### config.mk
export PLATFORM = sky130hd
export DESIGN_NAME = ifft4_stream_flat
export DESIGN_NICKNAME = d
export VERILOG_FILES = /design/src/rtl/ifft4_pkg.sv /design/src/rtl/ifft4_stream_if.sv /design/src/rtl/ifft4_butterfly.sv /design/src/rtl/ifft4_stream.sv /design/src/flat_wrapper.sv
export SDC_FILE = /design/constraint.sdc
export NUM_CORES = 1
export LEC_CHECK = 0
export CAP_MARGIN = 20
export CELL_PAD_IN_SITES_DETAIL_PLACEMENT = 1
export CELL_PAD_IN_SITES_GLOBAL_PLACEMENT = 2
export CORE_MARGIN = 2
export CORE_UTILIZATION = 39
export DETAILED_ROUTE_END_ITERATION = 10
export PLACE_DENSITY_LB_ADDON = 0.1
export SYNTH_ARGS = -nofsm -noshare
export SYNTH_HDL_FRONTEND = slang
export SYNTH_SLANG_ARGS = --single-unit
### constraint.sdc
create_clock -name clk -period 3.7 [get_ports clk]
set_input_delay 0.74 -clock clk [delete_from_list [all_inputs] [get_ports clk]]
set_output_delay 0.74 -clock clk [all_outputs]
set_load 0.02 [all_outputs]
### src/rtl/ifft4_pkg.sv
// Shared constants and types for the streaming 4-point inverse FFT.
package ifft4_pkg;

   typedef enum logic [1:0] {
      LOAD  = 2'd0,
      STG1  = 2'd1,
      STG2  = 2'd2,
      DRAIN = 2'd3
   } state_t;

   localparam int FRAME_LEN      = 4;
   localparam int SCALE_SHIFT    = 2;
   localparam int DEF_DATA_WIDTH = 10;

endpackage

### src/rtl/ifft4_stream_if.sv
// Sample-in / sample-out handshake bundle of the inverse FFT; slave is the block side.
interface ifft4_stream_if #(
   parameter int DATA_WIDTH = 10
);
   logic                         in_valid;
   logic                         in_ready;
   logic signed [DATA_WIDTH-1:0] in_real;
   logic signed [DATA_WIDTH-1:0] in_imag;
   logic                         out_valid;
   logic                         out_ready;
   logic                         out_last;
   logic signed [DATA_WIDTH-1:0] out_real;
   logic signed [DATA_WIDTH-1:0] out_imag;

   modport master (
      output in_valid, in_real, in_imag, out_ready,
      input  in_ready, out_valid, out_last, out_real, out_imag
   );

   modport slave (
      input  in_valid, in_real, in_imag, out_ready,
      output in_ready, out_valid, out_last, out_real, out_imag
   );
endinterface

### src/rtl/ifft4_butterfly.sv
// Combinational radix-2 butterfly: complex sum and difference, one bit of growth.
module ifft4_butterfly #(
   parameter int W = 10
) (
   input  logic signed [W-1:0] a_re_i,
   input  logic signed [W-1:0] a_im_i,
   input  logic signed [W-1:0] b_re_i,
   input  logic signed [W-1:0] b_im_i,
   output logic signed [W:0]   sum_re_o,
   output logic signed [W:0]   sum_im_o,
   output logic signed [W:0]   dif_re_o,
   output logic signed [W:0]   dif_im_o
);

   assign sum_re_o = a_re_i + b_re_i;
   assign sum_im_o = a_im_i + b_im_i;
   assign dif_re_o = a_re_i - b_re_i;
   assign dif_im_o = a_im_i - b_im_i;

endmodule

### src/rtl/ifft4_stream.sv
// Streaming 4-point inverse FFT: buffer X0..X3, two registered radix-2 stages,
// drain x0..x3 scaled by 1/4 with floor rounding.
module ifft4_stream
   import ifft4_pkg::*;
#(
   parameter int DATA_WIDTH = DEF_DATA_WIDTH
) (
   input logic          clk,
   input logic          rst,
   ifft4_stream_if.slave bus
);

   localparam int W1 = DATA_WIDTH + 1;
   localparam int W2 = DATA_WIDTH + 2;

   state_t     state_q, state_d;
   logic [1:0] cnt_q, cnt_d;
   logic [1:0] ocnt_q, ocnt_d;

   logic signed [DATA_WIDTH-1:0] buf_re_q [FRAME_LEN];
   logic signed [DATA_WIDTH-1:0] buf_im_q [FRAME_LEN];
   logic signed [W1-1:0]         a_re_q   [FRAME_LEN];
   logic signed [W1-1:0]         a_im_q   [FRAME_LEN];
   logic signed [W2-1:0]         s_re_q   [FRAME_LEN];
   logic signed [W2-1:0]         s_im_q   [FRAME_LEN];

   logic signed [W1-1:0] stg1_re [FRAME_LEN];
   logic signed [W1-1:0] stg1_im [FRAME_LEN];
   logic signed [W2-1:0] stg2_re [FRAME_LEN];
   logic signed [W2-1:0] stg2_im [FRAME_LEN];
   logic signed [W1-1:0] rot_re, rot_im;
   logic signed [W2-1:0] out_sel_re, out_sel_im;

   logic accept, emit;

   assign accept = bus.in_valid && (state_q == LOAD);
   assign emit   = bus.out_ready && (state_q == DRAIN);

   // Stage 1 pairs inputs in bit-reversed order: (X0,X2) and (X1,X3).
   ifft4_butterfly #(.W(DATA_WIDTH)) u_bf_02 (
      .a_re_i(buf_re_q[0]), .a_im_i(buf_im_q[0]),
      .b_re_i(buf_re_q[2]), .b_im_i(buf_im_q[2]),
      .sum_re_o(stg1_re[0]), .sum_im_o(stg1_im[0]),
      .dif_re_o(stg1_re[1]), .dif_im_o(stg1_im[1])
   );

   ifft4_butterfly #(.W(DATA_WIDTH)) u_bf_13 (
      .a_re_i(buf_re_q[1]), .a_im_i(buf_im_q[1]),
      .b_re_i(buf_re_q[3]), .b_im_i(buf_im_q[3]),
      .sum_re_o(stg1_re[2]), .sum_im_o(stg1_im[2]),
      .dif_re_o(stg1_re[3]), .dif_im_o(stg1_im[3])
   );

   // Inverse twiddle +j applied to a3: (re, im) -> (-im, re). |a3i| < 2^DATA_WIDTH, so no wrap.
   assign rot_re = -a_im_q[3];
   assign rot_im =  a_re_q[3];

   ifft4_butterfly #(.W(W1)) u_bf_even (
      .a_re_i(a_re_q[0]), .a_im_i(a_im_q[0]),
      .b_re_i(a_re_q[2]), .b_im_i(a_im_q[2]),
      .sum_re_o(stg2_re[0]), .sum_im_o(stg2_im[0]),
      .dif_re_o(stg2_re[2]), .dif_im_o(stg2_im[2])
   );

   ifft4_butterfly #(.W(W1)) u_bf_odd (
      .a_re_i(a_re_q[1]), .a_im_i(a_im_q[1]),
      .b_re_i(rot_re),    .b_im_i(rot_im),
      .sum_re_o(stg2_re[1]), .sum_im_o(stg2_im[1]),
      .dif_re_o(stg2_re[3]), .dif_im_o(stg2_im[3])
   );

   // NOTE: sequential state uses <= so every register samples pre-edge values.
   always_ff @(posedge clk or posedge rst) begin
      if (rst) begin
         state_q <= LOAD;
         cnt_q   <= '0;
         ocnt_q  <= '0;
      end else begin
         state_q <= state_d;
         cnt_q   <= cnt_d;
         ocnt_q  <= ocnt_d;
      end
   end

   // NOTE: the sample buffer and stage registers carry no reset; outputs are
   // gated by state, so their contents are never visible before being written.
   always_ff @(posedge clk) begin
      if (accept) begin
         buf_re_q[cnt_q] <= bus.in_real;
         buf_im_q[cnt_q] <= bus.in_imag;
      end
      if (state_q == STG1) begin
         a_re_q <= stg1_re;
         a_im_q <= stg1_im;
      end
      if (state_q == STG2) begin
         s_re_q <= stg2_re;
         s_im_q <= stg2_im;
      end
   end

   // NOTE: every combinational output gets a default first so no latch is inferred.
   always_comb begin
      state_d = state_q;
      cnt_d   = cnt_q;
      ocnt_d  = ocnt_q;
      unique case (state_q)
         LOAD: begin
            if (accept) begin
               cnt_d = cnt_q + 2'd1;
               if (cnt_q == 2'd3) state_d = STG1;
            end
         end
         STG1: state_d = STG2;
         STG2: state_d = DRAIN;
         DRAIN: begin
            if (emit) begin
               ocnt_d = ocnt_q + 2'd1;
               if (ocnt_q == 2'd3) state_d = LOAD;
            end
         end
         default: state_d = LOAD;
      endcase
   end

   // Dropping the two LSBs of the signed sum is the floor-rounded divide by 4.
   always_comb begin
      out_sel_re = s_re_q[ocnt_q];
      out_sel_im = s_im_q[ocnt_q];
      bus.out_real = '0;
      bus.out_imag = '0;
      if (state_q == DRAIN) begin
         bus.out_real = out_sel_re[W2-1:SCALE_SHIFT];
         bus.out_imag = out_sel_im[W2-1:SCALE_SHIFT];
      end
   end

   assign bus.in_ready  = (state_q == LOAD);
   assign bus.out_valid = (state_q == DRAIN);
   assign bus.out_last  = (state_q == DRAIN) && (ocnt_q == 2'd3);

endmodule
### src/flat_wrapper.sv
// flat-port wrapper written by rule: the top's interface ports become plain ports
module ifft4_stream_flat import ifft4_pkg::*;
#(
   parameter int DATA_WIDTH = DEF_DATA_WIDTH
)
  (clk, rst, bus_in_valid, bus_in_real, bus_in_imag, bus_out_ready, bus_in_ready, bus_out_valid, bus_out_last, bus_out_real, bus_out_imag);
  ifft4_stream_if #(.DATA_WIDTH(DATA_WIDTH)) bus_i ();
  input logic clk;
  input logic rst;
  input wire logic [$bits(bus_i.in_valid)-1:0] bus_in_valid;
  input wire logic [$bits(bus_i.in_real)-1:0] bus_in_real;
  input wire logic [$bits(bus_i.in_imag)-1:0] bus_in_imag;
  input wire logic [$bits(bus_i.out_ready)-1:0] bus_out_ready;
  output wire logic [$bits(bus_i.in_ready)-1:0] bus_in_ready;
  output wire logic [$bits(bus_i.out_valid)-1:0] bus_out_valid;
  output wire logic [$bits(bus_i.out_last)-1:0] bus_out_last;
  output wire logic [$bits(bus_i.out_real)-1:0] bus_out_real;
  output wire logic [$bits(bus_i.out_imag)-1:0] bus_out_imag;
  assign bus_i.in_valid = bus_in_valid;
  assign bus_i.in_real = bus_in_real;
  assign bus_i.in_imag = bus_in_imag;
  assign bus_i.out_ready = bus_out_ready;
  assign bus_in_ready = bus_i.in_ready;
  assign bus_out_valid = bus_i.out_valid;
  assign bus_out_last = bus_i.out_last;
  assign bus_out_real = bus_i.out_real;
  assign bus_out_imag = bus_i.out_imag;
  ifft4_stream #(.DATA_WIDTH(DATA_WIDTH)) u_core (.clk(clk), .rst(rst), .bus(bus_i));
endmodule
Word level (Yosys, flattened, before mapping)
Memory sizes are Yosys's and may differ from the RTL's. Cells that the tools add are included.

Memory bits (writable): 80. Memories: 2. Bits in registers: 190.

Memories: u_core.buf_im_q (depth 4, bits a word 10, rd ports 4, clocked after Yosys merged registers in 0, write ports 1, RTL line ifft4_stream.sv:21) `logic signed [DATA_WIDTH-1:0] buf_im_q [FRAME_LEN];`; u_core.buf_re_q (depth 4, bits a word 10, rd ports 4, clocked after Yosys merged registers in 0, write ports 1, RTL line ifft4_stream.sv:20) `logic signed [DATA_WIDTH-1:0] buf_re_q [FRAME_LEN];`.

Add/sub/neg operators: 19. Muxes and demuxes: 15. Bitwise gates (word level): 1. $lt $le $gt $ge: 1. Equal/unequal tests: 9. Reductions and logical operators: 7.

Operator list (number): 11-bit by 11-bit adder with 12-bit output (4); 12-bit binary-select mux with 2-bit select (2); 12-bit 2-to-1 mux (4); 11-bit by 11-bit subtractor with 12-bit output (4); 10-bit by 10-bit adder with 11-bit output (4); 10-bit by 10-bit subtractor with 11-bit output (4); 10-bit 2-to-1 mux (2); 11-bit negator (1); 2-bit equality test, second input constant (4); 2-bit 2-to-1 mux (4); 2-bit by 1-bit != test with 1-bit output, second input constant (4); 2-bit one-hot mux with 4 select lines (1); 2-bit by 1-bit adder with 2-bit output, second input constant (2); 2-bit AND reduction (2); 4-bit AND reduction (1); 3-bit >= comparator, second input constant (1); 1-bit logical AND (3); 2-bit NOT with 3-bit output (1); 2-bit by 1-bit equality test with 1-bit output, second input constant (1); 2-bit logical NOT (1); 1-bit 2-to-1 mux (2).

Logic depth before layout (Yosys ltp)
Depth in word-level cells: 5. Mapped depth: 11. Depth with buffers taken out: 11.

Hierarchy
Synthesis repeated with hierarchy kept, for this count alone.

Cell total of the unflattened synthesis: 1438. Area, all modules: 16714.8 um2.

By module, submodules not included: ifft4_stream (times used 1, area an instance 8654.6 um2, cells each 354, sequential area each 7597.3 um2); ifft4_butterfly at u_core.u_bf_even (times used 1, area an instance 2199.6 um2, cells each 292, sequential area each 0.0 um2); ifft4_butterfly at u_core.u_bf_odd (times used 1, area an instance 2139.6 um2, cells each 295, sequential area each 0.0 um2); ifft4_butterfly at u_core.u_bf_13 (times used 1, area an instance 1896.8 um2, cells each 245, sequential area each 0.0 um2); ifft4_butterfly at u_core.u_bf_02 (times used 1, area an instance 1824.2 um2, cells each 252, sequential area each 0.0 um2).

Worst setup path before layout
OpenSTA, ideal clock, no wires.

Kind: reg2reg. From: register u_core.state_q[1]. To: register u_core.a_im_q[0] (netlist bit), enable pin. Cell stages (with the launch flop): 3. Setup slack: 0.775 ns. Clock period less this slack: 2.925 ns. Setup time: 0.452 ns. Path buffers: 0. Arrival time: 2.473 ns. Cells stage by stage: dfrtp_1 -> inv_1 -> ha_1.

Longest elaborated chain between the ends: 1.

RTL lines: from (decl) (RTL line ifft4_stream.sv:16) `state_t state_q, state_d;`; from (signal assigned) (RTL line ifft4_stream.sv:79) `state_q <= state_d;`; 2-bit by 1-bit equality test with 1-bit output (RTL line ifft4_stream.sv:92) `if (state_q == STG1) begin`; to (signal assigned) (RTL line ifft4_stream.sv:94) `a_im_q <= stg1_im;`; to (decl) (RTL line ifft4_stream.sv:23) `logic signed [W1-1:0] a_im_q [FRAME_LEN];`.

Every way passes these cells. A chain may end at the register's enable or synchronous reset.

Final worst setup path
From: register u_core.ocnt_q[0]. To: output port bus_out_real[0].

Longest elaborated chain between the ends: 5.

RTL lines: from (decl) (RTL line ifft4_stream.sv:18) `logic [1:0] ocnt_q, ocnt_d;`; from (signal assigned) (RTL line ifft4_stream.sv:81) `ocnt_q <= ocnt_d;`; 2-bit NOT with 3-bit output (not written as such) (RTL line ifft4_stream.sv:128) `out_sel_re = s_re_q[ocnt_q];`; 12-bit binary-select mux with 2-bit select (RTL line ifft4_stream.sv:128); 12-bit 2-to-1 mux (not written as such) (2 in series) (RTL line ifft4_stream.sv:128); 10-bit 2-to-1 mux (RTL line ifft4_stream.sv:132) `if (state_q == DRAIN) begin`; to (decl) (RTL line flat_wrapper.sv:17) `output wire logic [$bits(bus_i.out_real)-1:0] bus_out_real;`.

Every way passes these cells. The select of a mux whose other input is x is not followed.

==> flow_summary.json <==
{
  "synthFlopType": "edfxtp_1",
  "startpoint": "u_core.ocnt_q[0]$_DFFE_PP0P_",
  "cts_setup_buffers": 0,
  "nets": 1617,
  "pre_cts_ws_ns": 0.620,
  "wl_per_cell_um": 18.8,
  "async_reset_ff_frac": 0.0240,
  "drtIter0Drc": 355,
  "die_w_um": 205,
  "io_buffers": 46,
  "hold_path.class": "primary input to asynchronous set/reset pin",
  "endpoint_kind": "primary output",
  "crit_arrival_ns": 2.54,
  "routed_wl_mm": 36.8,
  "yosysWarnings": 0,
  "synth_area_leader_cell": "edfxtp_1",
  "vias": 9942,
  "status": "completed",
  "cts.sinks": 250,
  "antenna_found_initial": 1,
  "path_delay_family": "buffers and inverters",
  "core_region_area_mm2": 0.0399,
  "hold_ws_ns": 0.527,
  "firstDrtPassIters": 5,
  "place.gp.congestion": 0.814,
  "synth_seq_cells": 250,
  "synth-edff-count": 244,
  "root_buffer": "clkbuf_16",
  "rsz0062_at_grt": "no",
  "final_util": 0.446,
  "min_period_ns": 3.28,
  "cts_buffer_depth": 3,
  "cp_max_fo": 22,
  "drc": 0,
  "max_stage_delay_ns": 0.58,
  "place_area_mm2": 0.0168,
  "powerDensity_mw_per_mm2": 882,
  "area_delta_synth_final_pct": 12.5,
  "slowest_stage": "mux4_2",
  "finalHoldViolations": 0,
  "grt_max_degree": 85,
  "clock_latency_ns": 0.56,
  "track_usage": 0.179,
  "cts.htree.levels": 1,
  "synth_nets": 1582,
  "worst_pin_slew_ns": 1.04,
  "max_freq_ghz": 0.305,
  "initial_core_util": 0.397,
  "crit_type": "flop to primary output",
  "fin_setup_tns_ns": 0,
  "reg2reg_slack_ns": 0.59,
  "stdcell_area_mm2": 0.0178,
  "grt_pass1_vias": 10200,
  "drive_above_1_share": 0.0704,
  "ctsHoldBuffers": 0,
  "grt_overflow": 0,
  "slew_headroom": 0.301,
  "io_pins": 47,
  "skew_ns": 0.0119,
  "hpwlAfterDp_mm": 29.6,
  "grt_pass1_wl_mm": 58.1,
  "reg2reg_to": "u_core.s_re_q[11]$_DFFE_PP_",
  "ff2ff_path_depth": 8,
  "cts_tree": "yes",
  "cts_buffers": 28,
  "period_share": 0.887,
  "critPathBufInv": 2,
  "synth_cell_types": 70,
  "avgSynthCellArea_um2": 11.5,
  "synthTopCellsByCount": "edfxtp_1, ha_1, inv_1",
  "clk_pin_slew_ns": 0.06,
  "irDropWorstVdd_uv": 365,
  "synth_top_area_share": 0.463,
  "worstPathRequired_ns": 2.96,
  "ctsResizeCount": 0,
  "die_h_um": 205,
  "path_cells": "buf_4, mux4_2, and2_1, clkdlybuf4s50_1",
  "syn-cell-area_mm2": 0.0158,
  "ys_seq_area_frac": 0.472,
  "nFillCells": 4210,
  "row_count": 73,
  "setup_viol_count_final": 0,
  "r2r_start": "u_core.a_im_q[4]$_DFFE_PN_",
  "cap_viol_max_count": 0,
  "drv_slew": 0,
  "netlist_instances": 1377,
  "p_leak_uw": 0.00697,
  "synth_area_leaders": "edfxtp_1, ha_1, xnor2_1",
  "drt-vias-per-instance": 5.07,
  "die_area_mm2": 0.0422,
  "timing.final.ws_setup_ns": 0.419,
  "synth.most_common_cell": "edfxtp_1",
  "ant_nets": 0,
  "startpoint_type": "flop"
}
[worst register-to-register path: stages, from the launching register on]
cell and delay, ns:
edfxtp_1 0.43, nor4_1 0.42, nand2_1 0.12, xor2_1 0.25, ha_1 0.37, or3b_1 0.43, and3_1 0.24, a2111oi_0 0.45
o21ai_1 0.14
[registers in the layout (all words and copies together) (netlist names)]
register,count
u_core.a_im_q,42
u_core.a_re_q,31
u_core.buf_im_q,40
u_core.buf_re_q,40
u_core.cnt_q,2
u_core.ocnt_q,2
u_core.rot_im,11
u_core.s_im_q,40
u_core.s_re_q,40
u_core.state_q,2
[cells by family after synthesis]
family	count (synthesis)	share of synthesized area
AO/OA/AOI/OAI	246	0.111
flip-flops	250	0.472
AND/OR/NAND/NOR	333	0.112
multiplexers	29	0.0343
buffers and inverters	205	0.0492
adder cells (fa/ha/maj)	181	0.147
XOR/XNOR	133	0.0736
[power breakdown]
group	switching, µW	internal [µW]	total (µW)
Clock	1110	1710	2820
Sequential	509	4800	5310
Combinational	4460	3120	7580
[metrics by stage]
stage	instances	power, µW
2_1_floorplan	1377	10700
3_3_place_gp	1905	12800
3_5_place_dp	1905	13000
4_1_cts	1957	15900
5_1_grt	1959	16900
6_report	1960	15700
[placed cells by master, fill, tap and decap left out, drive strengths merged, types with 9 or more instances in the layout]
cell type	n
or3	10
nand2	45
a21o	19
and3	13
nor2	77
buf	9
o21bai	21
nand3	23
ha	173
mux4	20
nor4	13
a31oi	15
a311oi	9
xor2	44
o21ai	34
clkbuf	38
a21oi	69
clkdlybuf4s50	46
nor3b	9
edfxtp	244
nand2b	15
and2	24
xnor2	89
nand4	9
nor2b	34
inv	157
nor3	33
[area by class of cell]
type / instances / area (µm²) / share of cell area
Sequential cell: 250 / 7480 / 0.420
Clock inverter: 14 / 175 / 0.00983
Timing Repair Buffer: 55 / 561 / 0.0315
Multi-Input combinational cell: 922 / 7600 / 0.427
Inverter: 155 / 582 / 0.0327
Tap cell: 525 / 657 / 0.0369
Clock buffer: 38 / 759 / 0.0426
Antenna cell: 1 / 2.50 / 0.000140
[layer usage]
metal	global-route usage	vias up	wire length (µm)
met5	0	-	13
met4	0.0414	2	640
met3	0.0249	36	1140
met2	0.271	95	15600
met1	0.269	4814	19500
li1	-	4995	-
[worst max-delay path by stage]
| stage | to | cells after the start | slack [ns] |
|---|---|---|---|
| finish | bus_out_real[0] | 4 | 0.42 |
| floorplan | u_core.a_im_q[0]$_DFFE_PN_ | 2 | 0.78 |
| detailed placement | u_core.s_re_q[9]$_DFFE_PP_ | 9 | 0.62 |
| global placement | u_core.s_re_q[9]$_DFFE_PP_ | 9 | 0.65 |
| global route | bus_out_real[9] | 3 | 0.20 |
| CTS | bus_out_real[9] | 3 | 0.27 |
(Power assumes the default switching activity.)
